`src/rtl/alu181_nibble_seq.sv`:
```
// Nibble-serial sequencer: runs a WIDTH-bit 74181 operation through one external
// 4-bit alu181 slice, LS nibble first, with valid/ready on both sides.
module alu181_nibble_seq #(
   parameter int WIDTH = 16
) (
   input  logic             clk,
   input  logic             rst,
   input  logic             in_valid,
   output logic             in_ready,
   input  logic [WIDTH-1:0] op_a,
   input  logic [WIDTH-1:0] op_b,
   input  logic [3:0]       op_s,
   input  logic             op_m,
   input  logic             op_cn_n,
   output logic             out_valid,
   input  logic             out_ready,
   output logic [WIDTH-1:0] result,
   output logic             cout_n,
   output logic             eq,
   output logic [3:0]       alu_a,
   output logic [3:0]       alu_b,
   output logic [3:0]       alu_s,
   output logic             alu_m,
   output logic             alu_cn_n,
   input  logic [3:0]       alu_f,
   input  logic             alu_cn4_n,
   input  logic             alu_a_b
);

   localparam int NIB = WIDTH / 4;
   localparam int CW  = (NIB > 1) ? $clog2(NIB) : 1;

   typedef enum logic [1:0] {IDLE, RUN, DONE} state_t;

   state_t           state, state_nxt;
   logic [WIDTH-1:0] a_sh, b_sh, r_sh;
   logic [3:0]       s_hold;
   logic             m_hold, carry, eq_acc;
   logic [CW-1:0]    cnt;
   logic             last;

   assign last = (cnt == CW'(NIB - 1));

   always_ff @(posedge clk) begin
      if (rst) state <= IDLE;
      else     state <= state_nxt;
   end

   always_comb begin
      state_nxt = state;
      case (state)
         IDLE:    if (in_valid)  state_nxt = RUN;
         RUN:     if (last)      state_nxt = DONE;
         DONE:    if (out_ready) state_nxt = IDLE;
         default:                state_nxt = IDLE;
      endcase
   end

   // Slice pins are parked at neutral values whenever no nibble is in flight.
   always_comb begin
      in_ready  = (state == IDLE);
      out_valid = (state == DONE);
      alu_a     = 4'h0;
      alu_b     = 4'h0;
      alu_s     = 4'h0;
      alu_m     = 1'b0;
      alu_cn_n  = 1'b1;
      if (state == RUN) begin
         alu_a    = a_sh[3:0];
         alu_b    = b_sh[3:0];
         alu_s    = s_hold;
         alu_m    = m_hold;
         alu_cn_n = carry;
      end
   end

   // Published result only updates on the final nibble, so it holds through IDLE
   // and an aborted operation never leaks partial state.
   always_ff @(posedge clk) begin
      if (rst) begin
         a_sh   <= '0;
         b_sh   <= '0;
         r_sh   <= '0;
         s_hold <= 4'h0;
         m_hold <= 1'b0;
         carry  <= 1'b1;
         eq_acc <= 1'b0;
         cnt    <= '0;
         result <= '0;
         cout_n <= 1'b1;
         eq     <= 1'b0;
      end else begin
         case (state)
            IDLE: if (in_valid) begin
               a_sh   <= op_a;
               b_sh   <= op_b;
               s_hold <= op_s;
               m_hold <= op_m;
               carry  <= op_cn_n;
               cnt    <= '0;
               eq_acc <= 1'b1;
            end
            RUN: begin
               r_sh   <= {alu_f, r_sh[WIDTH-1:4]};
               a_sh   <= {4'h0, a_sh[WIDTH-1:4]};
               b_sh   <= {4'h0, b_sh[WIDTH-1:4]};
               carry  <= alu_cn4_n;
               eq_acc <= eq_acc & alu_a_b;
               cnt    <= cnt + 1'b1;
               if (last) begin
                  result <= {alu_f, r_sh[WIDTH-1:4]};
                  cout_n <= alu_cn4_n;
                  eq     <= eq_acc & alu_a_b;
               end
            end
            default: ;
         endcase
      end
   end

endmodule

```
`config.mk`:
```
export PLATFORM = sky130hd
export DESIGN_NAME = alu181_nibble_seq
export DESIGN_NICKNAME = d
export VERILOG_FILES = /design/src/rtl/alu181_nibble_seq.sv
export SDC_FILE = /design/constraint.sdc
export NUM_CORES = 1
export LEC_CHECK = 0
export CAP_MARGIN = 10
export CORE_UTILIZATION = 45
export DETAILED_ROUTE_END_ITERATION = 6
export PLACE_DENSITY = 0.82
export SLEW_MARGIN = 10
export SYNTH_ARGS = -nofsm -noshare
export SYNTH_HDL_FRONTEND = slang
export SYNTH_SLANG_ARGS = --single-unit
```
`constraint.sdc`:
```
create_clock -name clk -period 1.7 [get_ports clk]
set_clock_uncertainty 0.05 [all_clocks]
set_input_delay 0.34 -clock clk [delete_from_list [all_inputs] [get_ports clk]]
set_output_delay 0.34 -clock clk [all_outputs]
set_load 0.1 [all_outputs]
```
==> flow_metrics.py <==
metrics = {
    "yosys": {
        "ys_types": 29,
        "synth_simple_gate_area_share_pct": 19.13,
        "synth_xor_area_share_pct": 0,
        "synth-compound-area-share_pct": 17.60,
        "muxShareOfSynthArea_pct": 8.503,
        "synth_top_family_by_area": "simple AND/OR/NAND/NOR gates",
        "syn_area_um2": 2943,
        "ys_ff_latch": 73,
        "yosys_warnings": 0,
        "ys_seq_area_share_pct": 49.66,
        "syn_inst": 331,
        "yosys.area_share.adder_pct": 0.4252,
        "synth_fp_nets": 380,
        "syn_area_per_cell_um2": 8.891,
    },
    "detailed_routing": {
        "wl_um": 7750,
        "via_count": 2622,
        "drc_errors": 0,
        "ant_nets": 0,
        "firstDrtPassIters": 5,
        "viasPerCell": 5.308,
        "avgRoutedWirePerCell_um": 15.69,
        "initialDrtViolationCount": 207,
    },
    "die": {
        "die-area_um2": 6867,
        "start_util_pct": 46.61,
        "die_y_um": 82.87,
        "die_x_um": 82.87,
        "rows": 29,
        "io_pins": 82,
        "core_um2": 6314,
    },
    "critical_path": {
        "setup.worst_path.end": "alu_a[1]",
        "crit_type": "reg -> out",
        "startpoint": "state[0]",
        "r2r-start": "cnt[0]",
        "r2r-end": "result[8]",
        "reg2reg_depth": 5,
        "regToRegSetupSlack_ns": 0.15,
        "crit_path_end_kind": "primary output",
        "worstPathMaxFanout": 14,
        "cp.arrival_ns": 1.35,
        "critPathRequiredTime_ns": 1.31,
        "start_kind": "register",
    },
    "place": {
        "place_congestion": 0.8401,
        "dpl.hpwl_um": 5009,
        "post-place-ws_ns": -0.06035,
        "io_buffers": 81,
        "dpl.cell_count": 476,
    },
    "power": {
        "power_density_nw_per_um2": 933.2,
        "peakVddDrop_uv": 573.2,
        "p_leak_nw": 1.735,
    },
    "sta": {
        "max_slew.worst_pin.slew_ns": 0.5713,
        "layout_setup_ws_ns": -0.04185,
        "relSlewSlack_pct": 61.91,
        "min_period_over_period_pct": 102.5,
        "finalHoldViolations": 0,
        "fin_tns_setup_ns": -0.4087,
        "fmax_mhz": 574.1,
        "report.final.slew_viol_count": 0,
        "post-route-min-period_ns": 1.742,
        "grt_setup_unrepaired": "true",
        "setup_viol": 13,
    },
    "cells_and_area": {
        "layout-drive-gt1-share_pct": 23.50,
        "nets": 461,
        "fillers": 430,
        "fin_util_pct": 72.00,
        "n_antenna_cell": 0,
        "final_cell_mix": "dfxtp_1 (71), nand2_1 (70), clkdlybuf4s50_1 (46)",
        "area_growth_pct": 54.46,
        "final_common_cell": "dfxtp_1",
        "finalNonFillerCells": 494,
    },
    "clock_tree": {
        "htree_num_levels": 3,
        "postCtsHoldBufs": 0,
        "root_buffer": "clkbuf_8",
        "clk_pin_slew_ns": 0.08,
        "numCtsBuffers": 9,
        "clock_latency_ns": 0.34,
        "clock_sinks": 73,
        "cts_tree": "done",
        "clockBufferDepth": 2,
    },
    "grt": {
        "antenna_found_initial": 0,
        "grt_usage_pct": 22.91,
        "gr-total-overflow": 0,
        "grt_max_degree": 50,
        "grt_pass1_vias": 2588,
        "grt_pass1_wl_um": 12450,
    },
    "worst_hold_path": {
        "hp-class": "reg -> reg",
        "holdPathStages": 2,
    },
    "run_status": {
        "status": "finished with violations",
        "failed_checks": "negative setup slack",
    },
    "flow_run": {
        "maxCapViolCount": 0,
    },
}
-- per-layer routing --
metal	global-route usage (%)	up-vias	routed length, um
li1	-	1291	-
met1	26.92	1230	3239
met2	39.27	79	3931
met3	4.076	22	311
met4	13.01	0	267
met5	0	-	0
-- repair_timing --
| action | CTS | global route |
|---|---|---|
| cloned | 1 | 0 |
| endpoints found under the hold margin | 0 | 0 |
| pin swaps | 0 | 1 |
| gates resized for setup | 5 | 2 |
| setup buffers | 1 | 0 |
| setup endpoints to repair | 14 | 14 |
-- state kept, by name (all words and copies together) (netlist names), 2 cells and up --
register and cells:
a_sh 16, b_sh 16, cnt 2, r_sh 12, result 16, s_hold 4
state 2
-- cell usage after synthesis (all sizes together) --
| library cell | instances | area (um^2) |
|---|---|---|
| o21bai | 1 | 11.26 |
| a211oi | 24 | 225.2 |
| inv | 1 | 3.750 |
| nand2b | 2 | 12.51 |
| and2 | 13 | 81.33 |
| or3b | 1 | 8.760 |
| o21a | 1 | 7.510 |
| ha | 1 | 12.51 |
| o21ba | 1 | 10.01 |
| mux2i | 25 | 250.2 |
| a21oi | 37 | 185.2 |
| and3b | 1 | 8.760 |
| o21ai | 2 | 10.00 |
| nand2 | 71 | 266.5 |
| nand3 | 2 | 10.01 |
| nor2 | 35 | 131.4 |
| a221oi | 1 | 8.760 |
| clkbuf | 11 | 41.29 |
| nand3b | 2 | 18.77 |
| nor3b | 1 | 12.51 |
| nor2b | 2 | 12.51 |
| dfxtp | 73 | 1461 |
| a22oi | 8 | 60.06 |
| buf | 15 | 92.58 |
-- report_power, final --
group          leakage [nW]  internal (mW)  switching, mW  total, mW
Sequential            0.599           1.80         0.0509       1.85
Combinational          1.01          0.336          0.378      0.714
Clock                 0.123           1.02          0.657       1.68
Total                  1.74           3.16           1.09       4.24
-- per-stage QoR --
step	total power, mW	cell area (um^2)	hold slack, ns
floorplan	2.289	2968	0.3817
global placement	2.540	4240	0.3896
detailed placement	2.566	4240	0.3941
CTS	4.243	4543	0.4046
global route	4.382	4546	0.4195
finish	4.242	4546	0.4029
-- cell type report --
type	count	area, um^2	share of cell area (%)
Clock buffer	10	137.6	3.028
Timing Repair Buffer	96	1346	29.62
Sequential cell	73	1464	32.20
Inverter	1	3.754	0.08258
Multi-Input combinational cell	231	1383	30.42
Tap cell	77	96.34	2.119
Clock inverter	6	115.1	2.532
-- critical path, cell delays in order, from the launching register on --
cell     delay (ns)
dfxtp_2        0.34
nor2b_4        0.18
buf_12         0.15
and2_2         0.17
buf_12         0.17
-- cell families after synthesis --
family                   count (synthesis)
adder cells (fa/ha/maj)                  1
AND/OR/NAND/NOR                        130
buffers and inverters                   27
flip-flops                              73
multiplexers                            25
AO/OA/AOI/OAI                           75
-- worst min path at each step --
stage | from | end
finish | s_hold[1] | s_hold[1]
global route | r_sh[6] | result[2]
CTS | s_hold[1] | s_hold[1]
detailed placement | s_hold[1] | s_hold[1]
global placement | s_hold[0] | s_hold[0]
floorplan | m_hold | m_hold
Power figures use the tool's default switching activity.
==> RTL edit, RTL diff (same flow settings) <==
`WIDTH`: 16 -> 64.
--- a/src/rtl/alu181_nibble_seq.sv
+++ b/src/rtl/alu181_nibble_seq.sv
@@ -1,7 +1,7 @@
 // Nibble-serial sequencer: runs a WIDTH-bit 74181 operation through one external
 // 4-bit alu181 slice, LS nibble first, with valid/ready on both sides.
 module alu181_nibble_seq #(
-   parameter int WIDTH = 16
+   parameter int WIDTH = 64
 ) (
    input  logic             clk,
    input  logic             rst,
Interface: changed (resized op_a, op_b and result); port bits go from 82 to 226. The function was not compared with the original's and may differ.
==> RTL edit against the unedited design <==
- the flow still finishes with violations (negative setup slack)
- design area rose to 3.5 times the old value
- synthesized area rose to 3.7 times the old value
- power rose to 3.6 times the old value
- hold slack worse by 0.29 ns
- sequential share of layout area up 1.5 points
- global-route usage up 0.20 points
- via count rose to 4.0 times the old value
- routed wire length rose to 4.1 times the old value
- final cell count rose to 3.9 times the old value
- first-iteration DRC count rose to 4.5 times the old value
- sequential cell count up 194
- worst setup slack worse by 0.22 ns
- highest routed layer unchanged
==> RTL edit: results (changes against the unedited design) <==
- The register area share after synthesis was 49.0% (was 49.7%).
* Half-perimeter wire length after detailed placement: 19100 um (was 5010 um)
* Via count of the first global-routing pass: 9392 (was 2588)
* Largest registers: a_sh (64), b_sh (64), result (64) (was a_sh (16), b_sh (16), result (16))
* Cell with the largest stage delay on the worst path: dfxtp_2 (unchanged)
- Number of violations reported at the end of detailed-routing iteration 0: 923 (was 207)
- The max-slew headroom at the worst pin came to 71.5% (was 61.9%).
- Setup slack of the most critical reg-to-reg path: 0 ns (was 0.15 ns)
* Multiplexer share of the synthesized area: 0.0917% (was 8.50%)
- The synthesized-area fraction occupied by ao, oa, aoi and oai cells was 24.0% (was 17.6%).
- Reg2reg path depth: 8 (was 5)
- The final instance count without filler cells is 1932 (was 494).
- The number of vias per cell after detailed routing is 5.45 (was 5.31).
- Ranking of synthesized cells by area: dfxtp_1 (49%), a21oi_1 (12%), nand2_1 (8.8%) (was dfxtp_1 (50%), nand2_1 (9.1%), mux2i_1 (8.5%))
- The CTS buffer count is 28 (was 9).
- Setup violation total in the final timing report: 17 (was 13)
- Number of unique standard cell types used by synthesis: 28 (was 29)
- Highest net fanout along the worst path: 14 (unchanged)
- Total of buffers placed on input and output ports: 225 (was 81)
* Largest net degree at the start of global routing: 129 (was 50)
- Routability cong.: 0.795 (was 0.840)
- TritonRoute pass-1 iters: 5 (unchanged)
- The fraction of registers with async set/reset is 0% (unchanged).
- The wire length of the first global-routing pass is 46900 um (was 12400 um).
- # H-tree levels: 1 (was 3)
* Worst Hold Path EP: b_sh[7] (was s_hold[1])
- Worst VDD drop: 0.000782 V (was 0.000573 V)
* Tightest Hold Check Type: in -> reg (was reg -> reg)
- Signal arrival time at the worst endpoint: 1.57 ns (was 1.35 ns)
- The global-route usage over all layers is 23.1% (was 22.9%).
* Number of nets in the finished design: 1737 (was 461)
* Mean cell area of the mapped netlist: 7.79 sq um (was 8.89 sq um)
- Ranking of synthesized cells by instance count: dfxtp_1 (267), nand2_1 (255), a21oi_1 (253) (was dfxtp_1 (73), nand2_1 (71), a21oi_1 (37))
- Status: complete, but fails checks (unchanged)
- Post-Synth Adder-Cell Area: 0.115% (was 0.425%)
- Leakage power total: 5.90 nW (was 1.74 nW)
* Launching point of the worst reg2reg path: state[0] (was cnt[0])
* Clock insertion delay at the later pin of the skew report: 0.53 ns (was 0.34 ns)
- Clock transition at the registers of the reported paths: 0.06 ns (was 0.08 ns)
- Violated checks: negative setup slack (unchanged).
* Placed inst area: 14300 sq um (was 4240 sq um)
- The library cell used as clock root buffer is clkbuf_16 (was clkbuf_8).
- The post-layout worst setup margin is -0.264 ns (was -0.0419 ns).
- Total Wirelength: 32100 um (was 7750 um)
* Layout cells sized above 1: 15.4% (was 23.5%)
- The deepest clock path buffer count was 3 (was 2).
- The number of nets in the synthesized netlist came to 1546 (was 380).
- Crit Reg-Reg Endpoint: b_sh[14] (was result[8])
## RTL edit: cell count changes in the layout (fill, tap and decap cells not counted), moves of 57 or more
| cell | change |
|---|---|
| nor2_1 | +100 |
| or3_1 | +64 |
| nand2_1 | +185 |
| inv_1 | +63 |
| buf_12 | +57 |
| clkdlybuf4s50_1 | +96 |
| a211oi_1 | +91 |
| a21oi_1 | +209 |
| dfxtp_1 | +193 |
| o21ai_0 | +64 |
## RTL edit: where the power goes
| part | internal [mW] | switching (mW) | total, mW |
|---|---|---|---|
| combinational | 0.985 | 1.15 | 2.14 |
| clock | 3.72 | 2.52 | 6.24 |
| sequential | 6.57 | 0.172 | 6.74 |
## RTL edit: metal layers
| metal | global-route usage, % | share of wire [%] | wire, um | up-vias |
|---|---|---|---|---|
| met5 | 0 | 0 | 0 | - |
| met3 | 4.08 | 7.1 | 2280 | 69 |
| met4 | 8.55 | 3.1 | 982 | 0 |
| met1 | 30.5 | 42 | 13500 | 4969 |
| met2 | 37.6 | 48 | 15300 | 378 |
| li1 | - | - | - | 5114 |
## RTL edit: cell families (layout without fill, tap and decap cells)
group / count (synthesis) / in the layout
buffers and inverters: 195 / 406
muxes: 1 / 1
other: 0 / 1
AOI/OAI and AO/OA: 454 / 454
and+or+nand+nor: 483 / 483
DFF: 267 / 267
adders and majority gates: 1 / 1
## RTL edit: final cells by class
cell class | instances | area [sq um]
clock inverter | 12 | 128
multi-input combinational | 939 | 4890
timing repair buffer | 292 | 4040
sequential | 267 | 5350
clock buffer | 38 | 830
fill | 1808 | 7730
tap | 319 | 399
antenna | 1 | 2.50
inverter | 64 | 240
## RTL edit: per-stage QoR
step | setup slack, ns | util [%] | setup TNS (ns) | hold WS (ns)
final | -0.264 | 67.3 | -3.59 | 0.117
after global placement | -0.168 | 60.6 | -16.18 | 0.390
after global routing | -0.294 | 67.3 | -4.32 | 0.131
after CTS | -0.271 | 65.5 | -3.88 | 0.117
after detailed placement | -0.232 | 60.6 | -20.04 | 0.396
after floorplan | -0.199 | - | -1.68 | 0.382
## RTL edit: what timing repair did
item,4_1_cts,5_1_grt
gates resized for setup,15,44
hold buffers,0,0
endpoints found under the setup margin,22,144
pin swaps,7,39
cloned,2,7
buffers inserted,12,7
## RTL edit: how the worst max path moves through the flow
stage / to / start
floorplan: alu_a[3] / state[0]
finish: alu_a[0] / state[0]
detailed placement: b_sh[54] / in_valid
CTS: alu_a[1] / state[1]
global placement: cnt[1] / in_valid
global route: alu_a[1] / state[0]
## RTL edit: worst register-to-register path, stage by stage (launching register included)
cell	delay (ns)
dfxtp_2	0.32
buf_4	0.13
buf_6	0.12
buf_4	0.14
o21bai_4	0.15
buf_12	0.18
buf_12	0.17
a21oi_1	0.06
a211oi_1	0.27
